## src/rtl/alu_pkg.sv

```systemverilog
// Shared opcode constants, FSM state encoding and compare helper for alu_multicycle.
// Optional divider build is selected with the ALU_DIV_EN macro.
package alu_pkg;

  localparam logic [3:0] ALU_OP_ADD   = 4'd0;
  localparam logic [3:0] ALU_OP_SUB   = 4'd1;
  localparam logic [3:0] ALU_OP_AND   = 4'd2;
  localparam logic [3:0] ALU_OP_OR    = 4'd3;
  localparam logic [3:0] ALU_OP_XOR   = 4'd4;
  localparam logic [3:0] ALU_OP_SLL   = 4'd5;
  localparam logic [3:0] ALU_OP_SRL   = 4'd6;
  localparam logic [3:0] ALU_OP_SRA   = 4'd7;
  localparam logic [3:0] ALU_OP_SLT   = 4'd8;
  localparam logic [3:0] ALU_OP_SLTU  = 4'd9;
  localparam logic [3:0] ALU_OP_MUL   = 4'd10;
  localparam logic [3:0] ALU_OP_MULHU = 4'd11;
  localparam logic [3:0] ALU_OP_DIVU  = 4'd12;
  localparam logic [3:0] ALU_OP_REMU  = 4'd13;

  typedef enum logic [1:0] {
    ST_IDLE = 2'd0,
    ST_BUSY = 2'd1,
    ST_DONE = 2'd2
  } alu_state_e;

  // Width-independent less-than: borrow of a-b decides unless signs differ.
  function automatic logic less_than(input logic a_msb, input logic b_msb,
                                     input logic borrow, input logic is_signed);
    if (is_signed && (a_msb != b_msb)) begin
      return a_msb;
    end else begin
      return borrow;
    end
  endfunction

endpackage

```

## src/rtl/alu_multicycle_if.sv

```systemverilog
// Operand/result handshake bundle between execute control and alu_multicycle.
interface alu_multicycle_if #(parameter int WIDTH = 32);

  logic             in_valid;
  logic             in_ready;
  logic [3:0]       opcode;
  logic [WIDTH-1:0] op_0;
  logic [WIDTH-1:0] op_1;
  logic             out_valid;
  logic             out_ready;
  logic [WIDTH-1:0] out;
  logic             ZERO;
  logic             NEGATIVE;
  logic             CARRY;
  logic             OVERFLOW;

  modport master (
    output in_valid, opcode, op_0, op_1, out_ready,
    input  in_ready, out_valid, out, ZERO, NEGATIVE, CARRY, OVERFLOW
  );

  modport slave (
    input  in_valid, opcode, op_0, op_1, out_ready,
    output in_ready, out_valid, out, ZERO, NEGATIVE, CARRY, OVERFLOW
  );

endinterface

```

## src/rtl/alu_iter_unit.sv

```systemverilog
// Iterative radix-2 shift-add multiplier; restoring unsigned divider when ALU_DIV_EN is defined.
// The first step runs on the start edge, so done rises WIDTH-1 cycles after start.
module alu_iter_unit #(
  parameter int WIDTH = 32
) (
  input  logic             clock,
  input  logic             reset,
  input  logic             start,
  input  logic             div,
  input  logic [WIDTH-1:0] a,
  input  logic [WIDTH-1:0] b,
  output logic             done,
  output logic [WIDTH-1:0] hi,
  output logic [WIDTH-1:0] lo
);

  localparam int CNT_W = $clog2(WIDTH);

  logic [2*WIDTH-1:0] acc_r;
  logic [2*WIDTH-1:0] step_in_s;
  logic [2*WIDTH-1:0] next_acc_s;
  logic [WIDTH-1:0]   opnd_r;
  logic [WIDTH-1:0]   step_opnd_s;
  logic [CNT_W-1:0]   cnt_r;
  logic               active_r;

  // acc holds {partial product, remaining multiplier bits}; add then shift right.
  function automatic logic [2*WIDTH-1:0] mul_step(input logic [2*WIDTH-1:0] acc,
                                                  input logic [WIDTH-1:0] mcand);
    logic [WIDTH:0] sum;
    sum = {1'b0, acc[2*WIDTH-1:WIDTH]} + (acc[0] ? {1'b0, mcand} : {(WIDTH+1){1'b0}});
    return {sum, acc[WIDTH-1:1]};
  endfunction

`ifdef ALU_DIV_EN
  logic div_r;
  logic div_sel_s;

  // acc holds {remainder, dividend/quotient}; a zero divisor yields all-ones and the dividend.
  function automatic logic [2*WIDTH-1:0] div_step(input logic [2*WIDTH-1:0] acc,
                                                  input logic [WIDTH-1:0] dvsr);
    logic [WIDTH:0] shifted;
    logic [WIDTH:0] trial;
    shifted = {acc[2*WIDTH-1:WIDTH], acc[WIDTH-1]};
    trial   = shifted - {1'b0, dvsr};
    if (shifted >= {1'b0, dvsr}) begin
      return {trial[WIDTH-1:0], acc[WIDTH-2:0], 1'b1};
    end else begin
      return {shifted[WIDTH-1:0], acc[WIDTH-2:0], 1'b0};
    end
  endfunction

  // Operation kind is captured on start and held for the rest of the run.
  always_ff @(posedge clock) begin
    if (reset) begin
      div_r <= 1'b0;
    end else if (start) begin
      div_r <= div;
    end else begin
      div_r <= div_r;
    end
  end

  assign div_sel_s = start ? div : div_r;
`else
  logic unused_div_s;
  assign unused_div_s = div;
`endif

  // Select the step inputs: fresh operands on start, running state otherwise.
  always_comb begin
    step_in_s   = acc_r;
    step_opnd_s = opnd_r;
    if (start) begin
      step_in_s   = {{WIDTH{1'b0}}, a};
      step_opnd_s = b;
    end else begin
      step_in_s   = acc_r;
      step_opnd_s = opnd_r;
    end
`ifdef ALU_DIV_EN
    if (div_sel_s) begin
      next_acc_s = div_step(step_in_s, step_opnd_s);
    end else begin
      next_acc_s = mul_step(step_in_s, step_opnd_s);
    end
`else
    next_acc_s = mul_step(step_in_s, step_opnd_s);
`endif
  end

  // Iteration state: WIDTH steps in total, counter walks WIDTH-1 down to 0.
  always_ff @(posedge clock) begin
    if (reset) begin
      acc_r    <= {(2*WIDTH){1'b0}};
      opnd_r   <= {WIDTH{1'b0}};
      cnt_r    <= {CNT_W{1'b0}};
      active_r <= 1'b0;
    end else if (start) begin
      acc_r    <= next_acc_s;
      opnd_r   <= b;
      cnt_r    <= CNT_W'(WIDTH - 1);
      active_r <= 1'b1;
    end else if (active_r && (cnt_r != {CNT_W{1'b0}})) begin
      acc_r    <= next_acc_s;
      cnt_r    <= cnt_r - {{(CNT_W-1){1'b0}}, 1'b1};
    end else begin
      active_r <= 1'b0;
    end
  end

  assign done = active_r & (cnt_r == {CNT_W{1'b0}});
  assign hi   = acc_r[2*WIDTH-1:WIDTH];
  assign lo   = acc_r[WIDTH-1:0];

endmodule

```

## src/rtl/alu_multicycle.sv

```systemverilog
// Multi-cycle ALU with valid/ready handshakes; result and flags are registered together.
// Define ALU_DIV_EN to enable DIVU/REMU; otherwise opcodes 12/13 are reserved.
module alu_multicycle
  import alu_pkg::*;
#(
  parameter int WIDTH   = 32,
  parameter int SHAMT_W = $clog2(WIDTH)
) (
  input logic               clock,
  input logic               reset,
  alu_multicycle_if.slave   bus
);

  alu_state_e       state_r, next_state_s;
  logic [3:0]       op_r;
  logic             in_ready_r, out_valid_r;
  logic [WIDTH-1:0] out_r;
  logic             zero_r, neg_r, carry_r, ovf_r;

  logic             accept_s, iter_op_s, div_op_s, start_s, load_s;
  logic [WIDTH-1:0] a_s, b_s;
  logic [WIDTH:0]   sum_s, diff_s;
  logic [SHAMT_W-1:0] shamt_s;
  logic [WIDTH-1:0] alu_res_s, iter_res_s, iter_hi_s, iter_lo_s, res_s;
  logic             alu_carry_s, alu_ovf_s, carry_s, ovf_s, iter_done_s;

  assign a_s      = bus.op_0;
  assign b_s      = bus.op_1;
  assign accept_s = bus.in_valid & in_ready_r;
  assign div_op_s = (bus.opcode == ALU_OP_DIVU) | (bus.opcode == ALU_OP_REMU);
`ifdef ALU_DIV_EN
  assign iter_op_s = (bus.opcode == ALU_OP_MUL) | (bus.opcode == ALU_OP_MULHU) | div_op_s;
`else
  assign iter_op_s = (bus.opcode == ALU_OP_MUL) | (bus.opcode == ALU_OP_MULHU);
`endif
  assign iter_res_s = ((op_r == ALU_OP_MULHU) || (op_r == ALU_OP_REMU)) ? iter_hi_s : iter_lo_s;

  // Single-cycle datapath evaluated on the operands presented at accept.
  always_comb begin
    sum_s       = {1'b0, a_s} + {1'b0, b_s};
    diff_s      = {1'b0, a_s} - {1'b0, b_s};
    shamt_s     = b_s[SHAMT_W-1:0];
    alu_res_s   = {WIDTH{1'b0}};
    alu_carry_s = 1'b0;
    alu_ovf_s   = 1'b0;
    case (bus.opcode)
      ALU_OP_ADD: begin
        alu_res_s   = sum_s[WIDTH-1:0];
        alu_carry_s = sum_s[WIDTH];
        alu_ovf_s   = (a_s[WIDTH-1] == b_s[WIDTH-1]) && (sum_s[WIDTH-1] != a_s[WIDTH-1]);
      end
      ALU_OP_SUB: begin
        alu_res_s   = diff_s[WIDTH-1:0];
        alu_carry_s = ~diff_s[WIDTH];
        alu_ovf_s   = (a_s[WIDTH-1] != b_s[WIDTH-1]) && (diff_s[WIDTH-1] != a_s[WIDTH-1]);
      end
      ALU_OP_AND:  alu_res_s = a_s & b_s;
      ALU_OP_OR:   alu_res_s = a_s | b_s;
      ALU_OP_XOR:  alu_res_s = a_s ^ b_s;
      ALU_OP_SLL:  alu_res_s = a_s << shamt_s;
      ALU_OP_SRL:  alu_res_s = a_s >> shamt_s;
      ALU_OP_SRA:  alu_res_s = $signed(a_s) >>> shamt_s;
      ALU_OP_SLT:  alu_res_s = {{(WIDTH-1){1'b0}},
                                less_than(a_s[WIDTH-1], b_s[WIDTH-1], diff_s[WIDTH], 1'b1)};
      ALU_OP_SLTU: alu_res_s = {{(WIDTH-1){1'b0}},
                                less_than(a_s[WIDTH-1], b_s[WIDTH-1], diff_s[WIDTH], 1'b0)};
      default:     alu_res_s = {WIDTH{1'b0}};
    endcase
  end

  // Next-state and load control; DONE never accepts, even with out_ready high.
  always_comb begin
    next_state_s = state_r;
    start_s      = 1'b0;
    load_s       = 1'b0;
    res_s        = alu_res_s;
    carry_s      = alu_carry_s;
    ovf_s        = alu_ovf_s;
    case (state_r)
      ST_IDLE: begin
        if (accept_s) begin
          if (iter_op_s) begin
            next_state_s = ST_BUSY;
            start_s      = 1'b1;
          end else begin
            next_state_s = ST_DONE;
            load_s       = 1'b1;
          end
        end else begin
          next_state_s = ST_IDLE;
        end
      end
      ST_BUSY: begin
        if (iter_done_s) begin
          next_state_s = ST_DONE;
          load_s       = 1'b1;
          res_s        = iter_res_s;
          carry_s      = 1'b0;
          ovf_s        = 1'b0;
        end else begin
          next_state_s = ST_BUSY;
        end
      end
      ST_DONE: begin
        if (bus.out_ready) begin
          next_state_s = ST_IDLE;
        end else begin
          next_state_s = ST_DONE;
        end
      end
      default: next_state_s = ST_IDLE;
    endcase
  end

  // State register with handshake outputs decoded from the next state.
  always_ff @(posedge clock) begin
    if (reset) begin
      state_r     <= ST_IDLE;
      in_ready_r  <= 1'b1;
      out_valid_r <= 1'b0;
    end else begin
      state_r     <= next_state_s;
      in_ready_r  <= (next_state_s == ST_IDLE);
      out_valid_r <= (next_state_s == ST_DONE);
    end
  end

  // Result, flags and latched opcode; flags always describe the loaded result.
  always_ff @(posedge clock) begin
    if (reset) begin
      op_r    <= 4'd0;
      out_r   <= {WIDTH{1'b0}};
      zero_r  <= 1'b1;
      neg_r   <= 1'b0;
      carry_r <= 1'b0;
      ovf_r   <= 1'b0;
    end else begin
      if (accept_s) begin
        op_r <= bus.opcode;
      end else begin
        op_r <= op_r;
      end
      if (load_s) begin
        out_r   <= res_s;
        zero_r  <= (res_s == {WIDTH{1'b0}});
        neg_r   <= res_s[WIDTH-1];
        carry_r <= carry_s;
        ovf_r   <= ovf_s;
      end else begin
        out_r   <= out_r;
      end
    end
  end

  alu_iter_unit #(.WIDTH(WIDTH)) u_iter (
    .clock (clock),
    .reset (reset),
    .start (start_s),
    .div   (div_op_s),
    .a     (a_s),
    .b     (b_s),
    .done  (iter_done_s),
    .hi    (iter_hi_s),
    .lo    (iter_lo_s)
  );

  assign bus.in_ready  = in_ready_r;
  assign bus.out_valid = out_valid_r;
  assign bus.out       = out_r;
  assign bus.ZERO      = zero_r;
  assign bus.NEGATIVE  = neg_r;
  assign bus.CARRY     = carry_r;
  assign bus.OVERFLOW  = ovf_r;

endmodule
```

## src/flat_wrapper.sv

```systemverilog
// flat-port wrapper written by rule: the top's interface ports become plain ports
module alu_multicycle_flat import alu_pkg::*;
#(
  parameter int WIDTH   = 32,
  parameter int SHAMT_W = $clog2(WIDTH)
)
  (clock, reset, bus_in_valid, bus_opcode, bus_op_0, bus_op_1, bus_out_ready, bus_in_ready, bus_out_valid, bus_out, bus_ZERO, bus_NEGATIVE, bus_CARRY, bus_OVERFLOW);
  alu_multicycle_if #(.WIDTH(WIDTH)) bus_i ();
  input logic clock;
  input logic reset;
  input wire logic [$bits(bus_i.in_valid)-1:0] bus_in_valid;
  input wire logic [$bits(bus_i.opcode)-1:0] bus_opcode;
  input wire logic [$bits(bus_i.op_0)-1:0] bus_op_0;
  input wire logic [$bits(bus_i.op_1)-1:0] bus_op_1;
  input wire logic [$bits(bus_i.out_ready)-1:0] bus_out_ready;
  output wire logic [$bits(bus_i.in_ready)-1:0] bus_in_ready;
  output wire logic [$bits(bus_i.out_valid)-1:0] bus_out_valid;
  output wire logic [$bits(bus_i.out)-1:0] bus_out;
  output wire logic [$bits(bus_i.ZERO)-1:0] bus_ZERO;
  output wire logic [$bits(bus_i.NEGATIVE)-1:0] bus_NEGATIVE;
  output wire logic [$bits(bus_i.CARRY)-1:0] bus_CARRY;
  output wire logic [$bits(bus_i.OVERFLOW)-1:0] bus_OVERFLOW;
  assign bus_i.in_valid = bus_in_valid;
  assign bus_i.opcode = bus_opcode;
  assign bus_i.op_0 = bus_op_0;
  assign bus_i.op_1 = bus_op_1;
  assign bus_i.out_ready = bus_out_ready;
  assign bus_in_ready = bus_i.in_ready;
  assign bus_out_valid = bus_i.out_valid;
  assign bus_out = bus_i.out;
  assign bus_ZERO = bus_i.ZERO;
  assign bus_NEGATIVE = bus_i.NEGATIVE;
  assign bus_CARRY = bus_i.CARRY;
  assign bus_OVERFLOW = bus_i.OVERFLOW;
  alu_multicycle #(.WIDTH(WIDTH), .SHAMT_W(SHAMT_W)) u_core (.clock(clock), .reset(reset), .bus(bus_i));
endmodule
```

## config.mk

```make
export PLATFORM = sky130hd
export DESIGN_NAME = alu_multicycle_flat
export DESIGN_NICKNAME = d
export VERILOG_FILES = /design/src/rtl/alu_pkg.sv /design/src/rtl/alu_multicycle_if.sv /design/src/rtl/alu_iter_unit.sv /design/src/rtl/alu_multicycle.sv /design/src/flat_wrapper.sv
export SDC_FILE = /design/constraint.sdc
export NUM_CORES = 1
export LEC_CHECK = 0
export BUFFER_PORTS_ARGS = -buffer_cell sky130_fd_sc_hd__buf_2
export CAP_MARGIN = 10
export CORE_MARGIN = 5
export CORE_UTILIZATION = 50
export DETAILED_ROUTE_END_ITERATION = 8
export PLACE_DENSITY_LB_ADDON = 0.08
export SLEW_MARGIN = 30
export SYNTH_ARGS = -nofsm -noshare
export SYNTH_HDL_FRONTEND = slang
export SYNTH_SLANG_ARGS = --single-unit
export TNS_END_PERCENT = 100
```

## constraint.sdc

```tcl
create_clock -name clock -period 6 [get_ports clock]
set_input_delay 1.2 -clock clock [delete_from_list [all_inputs] [get_ports clock]]
set_output_delay 1.2 -clock clock [all_outputs]
set_load 0.02 [all_outputs]
```

==> run_results.csv, run 1 <==
group,metric,value,unit
run_status,outcome,"complete, no violations",
layout,layout-area-overhead-vs-synth,12.3,%
critical_path,r2r_slack,0.93,ns
critical_path,destination_of_the_worst_register_to_register_timing_path,"u_core.u_iter.acc_r[59]",
critical_path,worst-r2r-cell-count,23,
synthesis,synth.net_count,2630,
clocking,htreeDepth,4,
min_path,worst_hold_path_stage_count,2,
timing,layout_worst_path_cycle_share,95.6,%
timing,setup_total_negative_slack,0,ns
global_routing,initial_antenna_violation_count,2,
clocking,hold_buf_count_cts,0,
synthesis,post_synth_instance_area,17500,um2
critical_path,timing.critical_path.to_type,"flip-flop",
synthesis,yosys-top-cells-count,"316 x nor2_1, 275 x nand2_1, 228 x a21oi_1",
job,maxCapViolCount,0,
timing,post-route-min-period,5.74,ns
clocking,postCtsSetupBuffers,0,
power_and_ir_drop,p_leak,8.49,nW
synthesis,yosys-top-cells-area,"dfxtp_1 17%, ha_1 9.5%, nor2_1 6.8%, a21oi_1 6.5%, mux2i_1 6.1%",
clocking,clkSlewWorstSetupHoldPaths,0.07,ns
clocking,tritoncts,"built",
timing,achievable-frequency,174,MHz
floorplan,initial_core_util,50.6,%
routing,vias,20700,
placed_design,post-dp-hpwl,65900,um
routing,route.final.wire_length,84600,um
synthesis,syn_avg_cell_area,7.21,um2
routing,drc,0,
critical_path,critPathArrivalTime,6.08,ns
floorplan,floorplan.io_pins,110,
synthesis,synth_edf_count,0,
placed_design,numPortBuffers,109,
clocking,clock-root-buffer,"clkbuf_16",
timing,final-max-slew-violation-count,0,
clocking,worstSkewPairLatency,0.44,ns
layout,drive_gt1_share,15.2,%
critical_path,required_time_of_the_worst_setup_path,6.34,ns
critical_path,max_fo_critical_path,11,
routing,avgRoutedWirePerCell,28.4,um
clocking,ctsLongestPathBuffers,2,
placed_design,gpl.final_weighted_congestion,1.09,
critical_path,setup.worst_path.end,"u_core.bus.ZERO",
floorplan,row_count,68,
power_and_ir_drop,p_per_area,178,nW/um2
synthesis,library_cell_with_the_largest_summed_area_after_synthesis,"dfxtp_1",
power_and_ir_drop,total_power,3.50,mW
global_routing,groute.usage.overall,41.9,%
timing,finalSetupViolCount,0,
routing,final_antenna_net_count,0,
timing,fin_skew,0.0132,ns
timing,rsz_0062_raised_after_global_routing,"no",
timing,relSlewSlack,31.3,%
routing,via_density_per_instance,6.94,
floorplan,die_height,197,um
global_routing,grt_pass1_wl,124000,um
synthesis,synth_cells,2423,
layout,final_net_count,2721,
synthesis,most_used_flip_flop_cell_after_synthesis,"dfxtp_1",
routing,drt_first_pass_iters,7,
global_routing,vias_in_the_first_global_route,19500,
timing,hold_viol_final,0,
min_path,hold_path.class,"flip-flop to flip-flop",
critical_path,criticalPathCategory,"input pin to flip-flop",
synthesis,ys_warn_count,0,
layout,final_area,19600,um2
global_routing,grt_remaining_overflow,0,
synthesis,synth_top_area_share,16.6,%
floorplan,placeableCoreArea,34500,um2
critical_path,cp-start-kind,"input pin",
floorplan,die_area,38800,um2
routing,drt-initial-drc-count,3085,
floorplan,die_w,197,um
clocking,tritoncts.num_buffers,17,
critical_path,worst_setup_path_startpoint,"bus_op_0[15]",
clocking,numClockSinks,145,
synthesis,yosysSeqAreaShare,16.6,%
global_routing,grt_start_max_net_pins,102,
clocking,cts-resized-gates,0,
placed_design,postPlaceCellArea,19000,um2
synthesis,synth.distinct_cells,85,
synthesis,synth_most_common_cell,"nor2_1",
synthesis,postSynth.asyncResetShare,0,%
timing,tightestPinTransition,1.02,ns
synthesis,ys_seq_elements,145,
power_and_ir_drop,vdd_drop_max,0.000156,V
critical_path,reg2reg_from,"u_core.bus.in_ready",
## how the worst min path moves through the flow
stage,start,to,slack (ns)
after floorplan,u_core.u_iter.acc_r[36],u_core.u_iter.acc_r[36],0.44
after global routing,u_core.bus.out[25],u_core.bus.out[25],0.47
after global placement,u_core.bus.out[29],u_core.bus.out[29],0.44
after detailed placement,u_core.bus.out[29],u_core.bus.out[29],0.45
final,u_core.bus.out[29],u_core.bus.out[29],0.45
after CTS,u_core.bus.out[29],u_core.bus.out[29],0.46
## registers in the layout, indices dropped and copies added (netlist names)
register	cells
u_core.bus.ZERO	1
u_core.u_iter.active_r	1
u_core.u_iter.cnt_r	5
u_core.bus.OVERFLOW	1
u_core.bus.out	31
u_core.bus.CARRY	1
u_core.bus.NEGATIVE	1
u_core.bus.in_ready	1
u_core.u_iter.acc_r	64
u_core.op_r	4
u_core.state_r	2
u_core.bus.out_valid	1
u_core.u_iter.opnd_r	32
## metal layers
metal,global-route usage (%),share of wire (%)
met1,55.5,39
met2,63.7,42
met3,9.28,12
met4,22.4,6.9
met5,0,0
## cells in the final DEF, fill, tap and decap left out, drive strengths merged, types with 11 or more instances in the layout
| master | instances |
|---|---|
| a21oi | 228 |
| mux4 | 37 |
| a2111oi | 14 |
| nand2b | 20 |
| a31oi | 21 |
| mux2 | 26 |
| nor3 | 49 |
| nand3 | 49 |
| xnor2 | 36 |
| o221ai | 15 |
| or2 | 12 |
| nand4 | 18 |
| o211ai | 34 |
| a221oi | 21 |
| mux2i | 106 |
| nand2 | 275 |
| o21bai | 13 |
| a211oi | 78 |
| o31ai | 15 |
| ha | 132 |
| or3 | 11 |
| nor2 | 316 |
| xor2 | 13 |
| o22ai | 24 |
| nor4 | 17 |
| nor2b | 22 |
| o21ai | 99 |
| buf | 255 |
| clkbuf | 19 |
| a21o | 29 |
| a22oi | 18 |
| dfxtp | 145 |
| and2 | 45 |
| inv | 121 |
## cell type report
cell class                      count  area (um2)
Tap cell                          455         569
Inverter                          115         432
Sequential cell                   145        2900
Multi-Input combinational cell   1980       13400
Clock buffer                       19         443
Fill cell                        3342       14900
Timing Repair Buffer              255        1720
Clock inverter                     12         148
Antenna cell                        1        2.50
## kinds of logic (layout without fill, tap and decap cells)
| logic type | after synthesis | after routing | synth area share, % |
|---|---|---|---|
| flip-flops | 145 | 145 | 16.6 |
| multiplexers | 169 | 169 | 12.5 |
| other | 0 | 1 | 0 |
| AO/OA/AOI/OAI | 735 | 735 | 28.1 |
| XOR/XNOR | 49 | 49 | 2.46 |
| adder cells (fa/ha/maj) | 135 | 135 | 9.80 |
| buffers and inverters | 298 | 401 | 7.12 |
| AND/OR/NAND/NOR | 892 | 892 | 23.4 |
## per-stage QoR
stage	utilization (%)	std cells	hold slack (ns)	worst slack, ns
after CTS	56.8	2980	0.457	0.532
final	56.8	2982	0.454	0.262
after floorplan	-	2423	0.440	0.0287
after detailed placement	55.1	2949	0.447	0.100
after global routing	56.8	2981	0.469	0.241
after global placement	55.0	2948	0.437	0.149
## critical path, stage by stage
cell	delay, ns
buf_2	0.33
inv_1	0.09
ha_1	0.52
o21ai_0	0.19
a211oi_1	0.35
nand3_1	0.19
a32oi_1	0.54
a31oi_1	0.32
o41ai_1	0.63
buf_4	0.22
nor2_1	0.04
o32ai_1	0.28
a21oi_1	0.22
or4_1	0.58
o41ai_2	0.34
## report_power, final
| part | switching (mW) | leakage, nW | total [mW] | internal, mW |
|---|---|---|---|---|
| Sequential | 0.0280 | 1.18 | 1.03 | 1.00 |
| Combinational | 0.904 | 7.03 | 1.38 | 0.475 |
| Clock | 0.455 | 0.283 | 1.09 | 0.631 |
| Total | 1.39 | 8.49 | 3.50 | 2.11 |
Power figures use the tool's default switching activity.
==> inputs of run 2 (changes only) <==
--- a/config.mk
+++ b/config.mk
@@ -7,8 +7,12 @@
 export LEC_CHECK = 0
 export BUFFER_PORTS_ARGS = -buffer_cell sky130_fd_sc_hd__buf_2
 export CAP_MARGIN = 10
+export CELL_PAD_IN_SITES_DETAIL_PLACEMENT = 2
+export CELL_PAD_IN_SITES_GLOBAL_PLACEMENT = 2
 export CORE_MARGIN = 5
-export CORE_UTILIZATION = 50
+export CORE_UTILIZATION = 34
+export CTS_BUF_LIST = sky130_fd_sc_hd__clkbuf_4
+export CTS_CLUSTER_SIZE = 25
 export DETAILED_ROUTE_END_ITERATION = 8
 export PLACE_DENSITY_LB_ADDON = 0.08
 export SLEW_MARGIN = 30
==> run_results.csv, run 2 (synthesized netlist as in run 1, its figures left out) <==
group,metric,value,unit
power_and_ir_drop,p_leak,8.73,nW
clocking,cts-resized-gates,0,
clocking,tritoncts,"built",
clocking,postCtsSetupBuffers,0,
floorplan,die_w,237,um
clocking,tritoncts.num_buffers,17,
critical_path,criticalPathCategory,"input pin to flip-flop",
routing,detailed_route_wire_length_on_metal_1,44800,um
power_and_ir_drop,total_power,3.21,mW
timing,achievable-frequency,180,MHz
timing,final.setup.worst_slack,0.452,ns
clocking,clock-root-buffer,"clkbuf_4",
layout,final_area,20200,um2
layout,final_cell_mix,"315 x nor2_1, 275 x nand2_1, 227 x a21oi_1, 203 x buf_4, 145 x dfxtp_1",
routing,drt-initial-drc-count,1780,
clocking,clkSlewWorstSetupHoldPaths,0.16,ns
min_path,hold_path.class,"flip-flop to flip-flop",
global_routing,grt_pass1_wl,149000,um
floorplan,initial_core_util,34.2,%
timing,fin_skew,0.0317,ns
critical_path,worst_path_dominant_cell_family,"compound AO/OA/AOI/OAI gates",
floorplan,die_height,237,um
timing,finalSetupViolCount,0,
critical_path,timing.critical_path.slowest_cell_delay,0.62,ns
layout,stdcell_count,3279,
routing,avgRoutedWirePerCell,31.5,um
critical_path,crit_buf_inv,4,
layout,layout-area-overhead-vs-synth,15.6,%
floorplan,floorplan.io_pins,110,
clocking,numClockSinks,145,
layout,layout_commonest_cell,"nor2_1",
routing,final_antenna_net_count,0,
global_routing,vias_in_the_first_global_route,21600,
critical_path,cp-start-kind,"input pin",
clocking,worstSkewPairLatency,0.65,ns
layout,postLayoutCoreUtil,39.5,%
critical_path,r2r_slack,0.86,ns
critical_path,timing.critical_path.to_type,"flip-flop",
layout,largest_register_ffs,64,
job,maxCapViolCount,0,
placed_design,detailedPlace.worstSlack,-0.142,ns
floorplan,placeableCoreArea,51100,um2
global_routing,grt_remaining_overflow,0,
timing,holdWs,0.465,ns
layout,final_net_count,2788,
timing,setup_total_negative_slack,0,ns
placed_design,numPortBuffers,109,
routing,drc,0,
global_routing,initial_antenna_violation_count,4,
critical_path,max_fo_critical_path,33,
floorplan,die_area,56000,um2
clocking,htreeDepth,4,
placed_design,place.detailed.instances,3241,
routing,vias,20800,
global_routing,groute.usage.overall,35.2,%
critical_path,required_time_of_the_worst_setup_path,6.54,ns
layout,drive_gt1_share,17.5,%
routing,dr_wl_met2,47600,um
routing,route.final.wire_length,103000,um
critical_path,worstPathCellList,"buf_2, nor2b_1, nand3_4, buf_4, and2_1, ha_1, inv_1, fa_1, nor2b_1, o21ai_0, nand2b_1, a2111o_1, nand2_1, o21ai_0, o31ai_1, o311ai_0, buf_4, a211o_1, a31oi_1, nor4_1, a311o_1",
power_and_ir_drop,vdd_drop_max,0.000133,V
power_and_ir_drop,p_per_area,159,nW/um2
clocking,hold_buf_count_cts,0,
global_routing,grt_start_max_net_pins,86,
critical_path,critPathArrivalTime,6.09,ns
routing,via_density_per_instance,6.33,
timing,tightestPinTransition,1.12,ns
timing,post-route-min-period,5.55,ns
timing,final-max-slew-violation-count,0,
layout,largest-register,"u_core.u_iter.acc_r",
timing,hold_viol_final,0,
routing,highest_layer,"met5",
placed_design,gpl.final_weighted_congestion,1.02,
placed_design,postPlaceCellArea,19900,um2
floorplan,row_count,83,
layout,fillerInstances,6113,
timing,relSlewSlack,25.0,%
routing,drt_first_pass_iters,5,
clocking,ctsLongestPathBuffers,2,
critical_path,worst_path_max_delay_cell,"nor2b_1",
run_status,outcome,"complete, no violations",
timing,layout_worst_path_cycle_share,92.5,%
routing,route.met3.wl,6460,um
placed_design,post-dp-hpwl,84100,um
timing,rsz_0062_raised_after_global_routing,"no",
## run 2: cell types whose count changed in the layout (fill, tap and decap cells not counted), moves of 2 or more
cell        before  now
buf_4          139  203
clkbuf_4         0   19
clkbuf_16       17    0
buf_12           6   10
diode_2          1    5
nor3b_1          5    2
clkinv_1         0    2
clkinvlp_4       2    0
nor3b_4          0    2
## run 2: worst register-to-register path, stage by stage, from the launching register on
cell,delay (ns)
dfxtp_1,0.46
nand2_1,0.16
nor3_1,0.17
buf_4,0.19
nand3_4,0.15
buf_4,0.31
and2_1,0.21
ha_1,0.20
inv_1,0.08
fa_1,0.19
nor2b_1,0.06
o21ai_0,0.16
nand2b_1,0.13
a2111o_1,0.45
nand2_1,0.11
o21ai_0,0.15
o31ai_1,0.54
o311ai_0,0.20
buf_4,0.19
a211o_1,0.27
a31oi_1,0.24
nor4_1,0.08
a311o_1,0.34
## run 2: report_power, final
group / internal [mW] / leakage (nW) / switching (mW)
sequential: 1.00 / 1.18 / 0.0315
combinational: 0.516 / 7.39 / 0.988
clock: 0.265 / 0.160 / 0.409
## run 2: layout make-up
| class | count | area, um2 | area share (%) |
|---|---|---|---|
| Antenna cell | 5 | 12.5 | 0.0619 |
| Clock buffer | 19 | 143 | 0.706 |
| Clock inverter | 13 | 149 | 0.737 |
| Inverter | 115 | 432 | 2.14 |
| Multi-Input combinational cell | 1980 | 13400 | 66.4 |
| Sequential cell | 145 | 2900 | 14.4 |
| Tap cell | 680 | 851 | 4.21 |
| Timing Repair Buffer | 322 | 2290 | 11.3 |
## run 2: final timing paths
kind                             from                 endpoint  depth (start not counted)
setup / recovery        bus_opcode[1]  u_core.u_iter.acc_r[59]                         21
setup reg to reg  u_core.bus.in_ready  u_core.u_iter.acc_r[59]                         22
hold / removal     u_core.bus.out[23]       u_core.bus.out[23]                          2
hold reg to reg    u_core.bus.out[23]       u_core.bus.out[23]                          2
## run 2: routing by layer
metal,vias to the layer above,track usage [%]
li1,9177,-
met1,10600,46.8
met2,788,58.4
met3,192,5.23
met4,2,12.3
met5,-,0
